### config.mk
export PLATFORM = sky130hd
export DESIGN_NAME = ysyx_23060187_mem_arbiter
export DESIGN_NICKNAME = d
export VERILOG_FILES = /design/src/rtl/ysyx_23060187_mem_arbiter_pkg.sv /design/src/rtl/ysyx_23060187_timeout_cnt.sv /design/src/rtl/ysyx_23060187_mem_arbiter.sv
export SDC_FILE = /design/constraint.sdc
export NUM_CORES = 1
export LEC_CHECK = 0
export CAP_MARGIN = 20
export CORE_AREA = 2 2 108 110
export DETAILED_ROUTE_END_ITERATION = 10
export DIE_AREA = 0 0 110 112
export GPL_ROUTABILITY_DRIVEN = 0
export GPL_TIMING_DRIVEN = 0
export PLACE_DENSITY = 0.77
export SYNTH_ARGS = -nofsm -noshare
export SYNTH_HDL_FRONTEND = slang
export SYNTH_SLANG_ARGS = --single-unit
### constraint.sdc
create_clock -name clk -period 3.85 [get_ports clk]
set_clock_uncertainty 0.2 [all_clocks]
set_input_delay 0.385 -clock clk [delete_from_list [all_inputs] [get_ports clk]]
set_output_delay 0.385 -clock clk [all_outputs]
set_load 0.05 [all_outputs]
### src/rtl/ysyx_23060187_mem_arbiter_pkg.sv
// ============================================================================
// Module : ysyx_23060187_mem_arbiter_pkg
// Brief  : Shared bus definitions for the IFU/LSU memory arbiter.
// Rev    : 1.0 initial release
// ============================================================================
`default_nettype none

package ysyx_23060187_mem_arbiter_pkg;

  typedef enum logic [1:0] {
    IDLE = 2'd0,
    REQ  = 2'd1,
    RSP  = 2'd2
  } state_t;

  localparam logic OWN_IFU = 1'b0;
  localparam logic OWN_LSU = 1'b1;
  localparam int   MASK_W  = 4;

endpackage

`default_nettype wire

### src/rtl/ysyx_23060187_timeout_cnt.sv
// ============================================================================
// Module : ysyx_23060187_timeout_cnt
// Brief  : Watchdog counter; expires once TIMEOUT_CYCLES busy cycles elapsed.
// Rev    : 1.0 initial release
// ============================================================================
`default_nettype none

module ysyx_23060187_timeout_cnt #(
  parameter int TIMEOUT_CYCLES = 255,
  parameter int CNT_W          = 8
) (
  input  logic clk,
  input  logic rst,
  input  logic clear,
  input  logic enable,
  output logic expired
);

  logic [CNT_W-1:0] count;

  always_ff @(posedge clk) begin
    if (rst) begin
      count <= '0;
    end else if (clear) begin
      count <= '0;
    end else if (enable) begin
      count <= count + 1'b1;
    end
  end

  // The owner leaves REQ/RSP on expiry, so the count never needs to saturate.
  assign expired = enable && (count == CNT_W'(TIMEOUT_CYCLES));

endmodule

`default_nettype wire

### src/rtl/ysyx_23060187_mem_arbiter.sv
// ============================================================================
// Module : ysyx_23060187_mem_arbiter
// Brief  : Single-outstanding IFU/LSU arbiter for one memory port, LSU first.
// Rev    : 1.0 initial release
// ============================================================================
`default_nettype none

module ysyx_23060187_mem_arbiter
  import ysyx_23060187_mem_arbiter_pkg::*;
#(
  parameter int ADDR_W         = 32,
  parameter int DATA_W         = 32,
  parameter int TIMEOUT_CYCLES = 255,
  parameter int CNT_W          = 8
) (
  input  logic              clk,
  input  logic              rst,
  input  logic              ifu_req_valid,
  output logic              ifu_req_ready,
  input  logic [ADDR_W-1:0] ifu_addr,
  output logic              ifu_rsp_valid,
  output logic [DATA_W-1:0] ifu_rdata,
  output logic              ifu_rsp_err,
  input  logic              lsu_req_valid,
  output logic              lsu_req_ready,
  input  logic [ADDR_W-1:0] lsu_addr,
  input  logic              lsu_wen,
  input  logic [DATA_W-1:0] lsu_wdata,
  input  logic [MASK_W-1:0] lsu_wmask,
  output logic              lsu_rsp_valid,
  output logic [DATA_W-1:0] lsu_rdata,
  output logic              lsu_rsp_err,
  output logic              mem_req_valid,
  input  logic              mem_req_ready,
  output logic [ADDR_W-1:0] mem_addr,
  output logic              mem_wen,
  output logic [DATA_W-1:0] mem_wdata,
  output logic [MASK_W-1:0] mem_wmask,
  input  logic              mem_rsp_valid,
  input  logic [DATA_W-1:0] mem_rdata
);

  state_t            state;
  logic              owner;
  logic              idle;
  logic              busy;
  logic              accept;
  logic              done;
  logic              expired;
  logic              timeout;
  logic              finish;
  logic [DATA_W-1:0] rsp_data;

  // Everything visible is gated by rst so a reset cycle never emits a pulse.
  assign idle          = (state == IDLE) && !rst;
  assign busy          = (state == REQ) || (state == RSP);
  assign lsu_req_ready = idle && lsu_req_valid;
  assign ifu_req_ready = idle && ifu_req_valid && !lsu_req_valid;
  assign accept        = lsu_req_ready || ifu_req_ready;

  assign done     = (state == RSP) && mem_rsp_valid && !rst;
  assign timeout  = expired && !done && !rst;
  assign finish   = done || timeout;
  assign rsp_data = (done && !mem_wen) ? mem_rdata : '0;

  assign mem_req_valid = (state == REQ) && !expired && !rst;

  assign ifu_rsp_valid = finish && (owner == OWN_IFU);
  assign ifu_rsp_err   = timeout && (owner == OWN_IFU);
  assign ifu_rdata     = (owner == OWN_IFU) ? rsp_data : '0;
  assign lsu_rsp_valid = finish && (owner == OWN_LSU);
  assign lsu_rsp_err   = timeout && (owner == OWN_LSU);
  assign lsu_rdata     = (owner == OWN_LSU) ? rsp_data : '0;

  ysyx_23060187_timeout_cnt #(
    .TIMEOUT_CYCLES(TIMEOUT_CYCLES),
    .CNT_W         (CNT_W)
  ) u_timeout_cnt (
    .clk    (clk),
    .rst    (rst),
    .clear  (accept),
    .enable (busy),
    .expired(expired)
  );

  always_ff @(posedge clk) begin
    if (rst) begin
      state     <= IDLE;
      owner     <= OWN_IFU;
      mem_addr  <= '0;
      mem_wen   <= 1'b0;
      mem_wdata <= '0;
      mem_wmask <= '0;
    end else begin
      case (state)
        IDLE: begin
          if (accept) begin
            state <= REQ;
            if (lsu_req_valid) begin
              owner     <= OWN_LSU;
              mem_addr  <= lsu_addr;
              mem_wen   <= lsu_wen;
              mem_wdata <= lsu_wdata;
              mem_wmask <= lsu_wen ? lsu_wmask : '0;
            end else begin
              owner     <= OWN_IFU;
              mem_addr  <= ifu_addr;
              mem_wen   <= 1'b0;
              mem_wdata <= '0;
              mem_wmask <= '0;
            end
          end
        end
        REQ: begin
          if (expired) begin
            state <= IDLE;
          end else if (mem_req_ready) begin
            state <= RSP;
          end
        end
        RSP: begin
          if (mem_rsp_valid || expired) begin
            state <= IDLE;
          end
        end
        default: state <= IDLE;
      endcase
    end
  end

endmodule

`default_nettype wire
==> impl_metrics.py, run 1 <==
metrics = {
    "status": {
        "status": "finished clean",
    },
    "timing": {
        "fin_crit_sh_pct": 87.4,
        "worst_slack_ns": 0.484,
        "fmaxAchievable_ghz": 0.297,
        "finalWorstPathRequiredPeriod_ns": 3.37,
        "max_slew_margin_pct": 54.5,
        "finalMaxSlewViolations": 0,
        "hold_viol": 0,
        "grt_setup_unrepaired": "no",
        "tns_ns": 0,
        "worst_pin_slew_ns": 0.683,
        "setup_violations": 0,
        "timing.hold.ws_ns": 0.271,
    },
    "routing": {
        "routed_wirelength_mm": 13.1,
        "drc": 0,
        "drt-initial-drc-count": 83,
        "drtAntennaViolNets": 0,
        "avgRoutedWirePerCell_um": 16.2,
        "viasPerCell": 4.68,
        "vias": 3783,
        "dr.pass1.iters": 4,
    },
    "flow_run": {
        "drv_cap": 0,
    },
    "setup_path": {
        "cp_slowest_cell": "clkdlybuf4s50_1",
        "worst_setup_path_start_kind": "flip-flop",
        "slowest_delay_ns": 0.82,
        "end_kind": "output port",
        "worstPathCellList": "inv_1 > ha_1 > nand2_1 > nor4_2 > clkbuf_1 > and2_1 > clkdlybuf4s50_1",
        "path_max_fanout": 10,
        "cp.arrival_ns": 2.78,
        "critPathRequiredTime_ns": 3.26,
        "crit_family": "buffers and inverters",
        "critPathBufInv": 3,
        "path_class": "flip-flop to output port",
    },
    "pwr": {
        "p_seq_share_pct": 29.0,
        "power.switching_w": 0.00159,
        "pwr-share-comb_pct": 48.1,
        "internal-power_w": 0.00224,
        "pwr-share-clk_pct": 23.0,
        "powerDensity_nw_per_um2": 544,
        "swShare_pct": 41.5,
        "vdd_ir_drop_max_mv": 0.343,
        "leakage_nw": 2.70,
    },
    "global_routing": {
        "grt_pass1_vias": 3880,
        "antenna_found_initial": 1,
        "grt_pass1_wl_mm": 19.7,
        "grt_overflow": 0,
        "grt_start_max_net_pins": 17,
        "grt_usage_pct": 20.4,
    },
    "cells_and_area": {
        "layout-area-overhead-vs-synth_pct": 86.3,
        "diodes": 0,
        "nFillCells": 971,
        "instances_no_fill": 809,
        "design_area_um2": 7040,
        "drive_gt1_share_pct": 10.5,
        "nNetsFinal": 805,
    },
    "clock_network": {
        "htreeDepth": 3,
        "path_clk_slew_ns": 0.06,
        "cts_tree": "built",
        "cts-buffers-inserted": 9,
        "clockBufferDepth": 2,
        "post-cts-setup-buffer-count": 0,
        "cts_root_buf": "clkbuf_16",
        "cts-resized-gates": 0,
        "worstSkewPairLatency_ns": 0.33,
        "cts_sinks": 80,
        "holdBufCountCts": 0,
    },
    "yosys": {
        "seq_area_frac_synth_pct": 42.4,
        "ys_seq_elements": 80,
        "avgSynthCellArea_um2": 10.1,
        "ys_warn_count": 0,
        "synth_flop_cell": "dfxtp_1",
        "synth.cell_area_um2": 3780,
        "ys_types": 38,
        "synthArstFlopShare_pct": 0,
        "synth_cells": 373,
        "synth_edf_count": 0,
        "syn-num-nets": 517,
    },
    "min_path": {
        "hold_path.class": "flip-flop to flip-flop",
    },
    "placement": {
        "dp.cells": 793,
        "pre_cts_slack_ns": 0.505,
        "place_area_um2": 6730,
        "dp_hpwl_mm": 10.8,
        "numPortBuffers": 277,
    },
    "floorplan": {
        "dieArea_um2": 12300,
        "die_h_um": 112,
        "core_area_um2": 11200,
        "die_w_um": 110,
        "start_util_pct": 33.8,
        "rows": 39,
        "pin_count": 279,
    },
}
-- flip-flops by register name (all words and copies together), names as in the netlist --
signal and cells:
mem_addr 32, mem_wdata 32, u_timeout_cnt.count 8, mem_wmask 4, state 2, mem_wen 1, owner 1
-- synthesized netlist by cell type, types with 2 or more instances --
master	count	area share, %
dfxtp_1	80	42
and2_1	64	11
nor2_1	44	4.4
mux2i_1	34	9.0
a22o_1	33	7.6
a211oi_2	28	9.3
clkbuf_1	10	0.99
buf_2	9	1.2
buf_4	7	1.4
xor2_1	6	1.4
a211oi_1	5	0.99
ha_1	5	1.7
a32o_1	4	1.1
buf_6	4	1.2
nand2_1	4	0.40
nand4_1	4	0.66
a21oi_1	3	0.40
inv_1	3	0.30
nand2b_1	3	0.50
nand3_1	3	0.40
nor3_1	2	0.26
o21ai_0	2	0.26
-- cell families after synthesis --
group	share of synthesized area [%]
AND/OR/NAND/NOR	20.2
flip-flops	42.4
AO/OA/AOI/OAI	20.0
buffers and inverters	5.17
multiplexers	9.01
XOR/XNOR	1.62
adder cells (fa/ha/maj)	1.66
-- cells in the final DEF (no fill, tap or decap), drive strengths merged, types with 2 or more instances in the layout --
cell type | Yosys | routed
a32o | 4 | 4
buf | 21 | 21
nor2 | 46 | 46
ha | 5 | 5
and2 | 64 | 64
nand3 | 3 | 3
nand2 | 4 | 4
a21oi | 3 | 3
nor3b | 2 | 2
dfxtp | 80 | 80
nand2b | 3 | 3
xor2 | 6 | 6
o21ai | 2 | 2
nand4 | 4 | 4
clkbuf | 10 | 19
mux2i | 34 | 34
clkdlybuf4s50 | 0 | 277
a211oi | 33 | 33
nor3 | 3 | 3
a22o | 33 | 33
inv | 3 | 7
-- layout make-up --
type,count,area [µm²],area share [%]
Buffer,31,184,2.61
Clock buffer,9,225,3.20
Clock inverter,7,83.8,1.19
Inverter,3,11.3,0.160
Multi-Input combinational cell,259,1980,28.2
Sequential cell,80,1600,22.8
Tap cell,143,179,2.54
Timing Repair Buffer,277,2770,39.4
-- per-stage QoR --
stage,utilization (%),total power [W]
6_report,63.0,0.00383
3_3_place_gp,60.2,0.00294
4_1_cts,63.0,0.00386
2_1_floorplan,-,0.00233
5_1_grt,63.0,0.00401
3_5_place_dp,60.2,0.00297
-- metal layers --
layer | track usage, % | part of all wire [%] | vias to the layer above
met5 | 0 | 0 | -
li1 | - | - | 1891
met1 | 23.8 | 40 | 1764
met4 | 4.05 | 0.75 | 0
met3 | 4.39 | 7.3 | 11
met2 | 37.5 | 52 | 117
-- power groups by stage --
stage	Clock, W	Combinational (W)	Sequential [W]
global route	0.000940	0.00194	0.00113
floorplan	0	0.000678	0.00165
detailed placement	0	0.00185	0.00112
finish	0.000880	0.00184	0.00111
global placement	0	0.00182	0.00112
CTS	0.000898	0.00186	0.00111
-- worst reg2reg max path, stage by stage (launching register included) --
cell,delay [ns]
dfxtp_1,0.38
inv_1,0.10
ha_1,0.28
buf_2,0.17
nand4_1,0.13
nor2_1,0.27
o21ai_0,0.18
mux2i_1,0.15
-- path summary, 6_finish.rpt --
| check | start | to | slack [ns] | cells after the start |
|---|---|---|---|---|
| hold / removal | mem_wmask[3] | mem_wmask[3] | 0.27 | 1 |
| setup reg to reg | state[0] | state[0] | 1.89 | 7 |
| setup / recovery | state[0] | ifu_rdata[4] | 0.48 | 7 |
| hold reg to reg | mem_wmask[3] | mem_wmask[3] | 0.27 | 1 |
Power figures use the tool's default switching activity.
==> run 2, diff against run 1 <==
- PLACE_DENSITY: 0.77 -> not set
- PLACE_DENSITY_LB_ADDON: not set -> 0.12
==> run 2 against run 1 <==
Net effect:
- critical path depth unchanged
- highest routed layer unchanged
- worst setup slack got worse by 0.057 ns
- design area rose by 0.32%
- core utilization up 0.20 points
- via count shrank 0.13%
- combinational power is essentially flat
- maximum frequency down 1.7%
- count of clock-buffer cells in the layout did not move
- register-to-register slack hardly changed
- clock power grew 6.7%
- power up 1.6%
==> impl_metrics.py, run 2 (same netlist as run 1, synthesis figures left out) <==
metrics = {
    "status": {
        "status": "finished clean",
    },
    "clock_network": {
        "post-cts-setup-buffer-count": 0,
        "path_clk_slew_ns": 0.06,
        "htreeDepth": 3,
        "cts_root_buf": "clkbuf_16",
        "worstSkewPairLatency_ns": 0.32,
        "cts_sinks": 80,
        "clockBufferDepth": 2,
        "holdBufCountCts": 0,
        "cts_tree": "built",
        "cts-buffers-inserted": 9,
        "cts-resized-gates": 0,
    },
    "cells_and_area": {
        "nNetsFinal": 805,
        "final_cell_mix": "277 x clkdlybuf4s50_1, 80 x dfxtp_1, 64 x and2_1",
        "layout_commonest_cell": "clkdlybuf4s50_1",
        "layout-area-overhead-vs-synth_pct": 86.9,
        "diodes": 0,
        "instances_no_fill": 809,
        "drive_gt1_share_pct": 10.5,
        "largestRegisters": "mem_addr: 32 flops, mem_wdata: 32 flops, u_timeout_cnt.count: 8 flops",
    },
    "timing": {
        "tns_ns": 0,
        "grt_setup_unrepaired": "no",
        "worst_pin_slew_ns": 0.688,
        "fin_crit_sh_pct": 88.9,
        "fmaxAchievable_ghz": 0.292,
        "max_slew_margin_pct": 54.2,
        "finalMaxSlewViolations": 0,
        "hold_viol": 0,
        "finalWorstPathRequiredPeriod_ns": 3.42,
        "setup_violations": 0,
        "worst_slack_ns": 0.427,
    },
    "global_routing": {
        "grt_usage_pct": 19.7,
        "grt_pass1_vias": 3859,
        "grt_overflow": 0,
        "grt_start_max_net_pins": 17,
        "antenna_found_initial": 0,
        "grt_pass1_wl_mm": 19.1,
    },
    "floorplan": {
        "rows": 39,
        "start_util_pct": 33.8,
        "pin_count": 279,
        "core_area_um2": 11200,
        "die_w_um": 110,
        "dieArea_um2": 12300,
        "die_h_um": 112,
    },
    "setup_path": {
        "r2r.worst_path.cells": 6,
        "cp.arrival_ns": 2.84,
        "r2r_start": "state[0]",
        "path_class": "flip-flop to output port",
        "path_max_fanout": 10,
        "critPathRequiredTime_ns": 3.26,
        "end_kind": "output port",
        "crit_start": "state[0]",
        "worst_setup_path_start_kind": "flip-flop",
    },
    "routing": {
        "drt-initial-drc-count": 97,
        "viasPerCell": 4.67,
        "vias": 3778,
        "drc": 0,
        "drtAntennaViolNets": 0,
        "dr.pass1.iters": 4,
        "routed_wirelength_mm": 12.7,
        "avgRoutedWirePerCell_um": 15.6,
    },
    "min_path": {
        "min_path_cells": 1,
        "min_from": "mem_wmask[0]",
        "hold_path.class": "flip-flop to flip-flop",
    },
    "placement": {
        "dp_hpwl_mm": 10.2,
        "dp.cells": 793,
        "pre_cts_slack_ns": 0.406,
        "numPortBuffers": 277,
    },
    "pwr": {
        "swShare_pct": 40.7,
        "power_w": 0.00389,
        "pwr-share-clk_pct": 24.2,
        "leakage_nw": 2.72,
        "power.switching_w": 0.00158,
        "p_seq_share_pct": 28.4,
        "powerDensity_nw_per_um2": 550,
        "pwr-share-comb_pct": 47.4,
        "internal-power_w": 0.00231,
        "vdd_ir_drop_max_mv": 0.330,
    },
    "flow_run": {
        "drv_cap": 0,
    },
}
run 2: worst max-delay path, cell delays in order, from the launching register on:
cell,delay (ns)
dfxtp_1,0.33
inv_1,0.11
ha_1,0.19
nand2_1,0.11
nor4_2,0.41
clkbuf_1,0.34
and2_1,0.22
clkdlybuf4s50_1,0.81
run 2: path summary, 6_finish.rpt:
kind,slack [ns],to
max reg2reg,1.90,mem_wdata[6]
max,0.43,ifu_rdata[10]
min reg2reg,0.27,mem_wmask[0]
min,0.27,mem_wmask[0]
run 2: per-layer routing:
metal | wire length (µm) | track usage [%]
met1 | 5120 | 22.4
met3 | 1050 | 5.74
met2 | 6330 | 35.1
met5 | 0 | 0
met4 | 146 | 5.82
run 2: final cells by class:
cell class / instances / area, µm²
clock buffer: 9 / 225
fill: 940 / 4110
tap: 143 / 179
inverter: 3 / 11.3
buffer: 31 / 184
clock inverter: 7 / 106
sequential: 80 / 1600
multi-input combinational: 259 / 1980
timing repair buffer: 277 / 2770
run 2: per-stage QoR:
| stage | utilization, % | instance area, µm² | hold WS (ns) |
|---|---|---|---|
| final | 63.2 | 7060 | 0.268 |
| after global placement | 60.2 | 6730 | 0.248 |
| after global routing | 63.2 | 7060 | 0.296 |
| after CTS | 63.2 | 7060 | 0.271 |
| after floorplan | - | 3780 | 0.269 |
| after detailed placement | 60.2 | 6730 | 0.254 |
run 2: power groups by stage:
| stage | registers [W] | logic (W) | clock network (W) |
|---|---|---|---|
| after global placement | 0.00111 | 0.00182 | 0 |
| after floorplan | 0.00165 | 0.000678 | 0 |
| after CTS | 0.00111 | 0.00186 | 0.000962 |
| final | 0.00110 | 0.00184 | 0.000939 |
| after detailed placement | 0.00112 | 0.00185 | 0 |
| after global routing | 0.00113 | 0.00195 | 0.000997 |
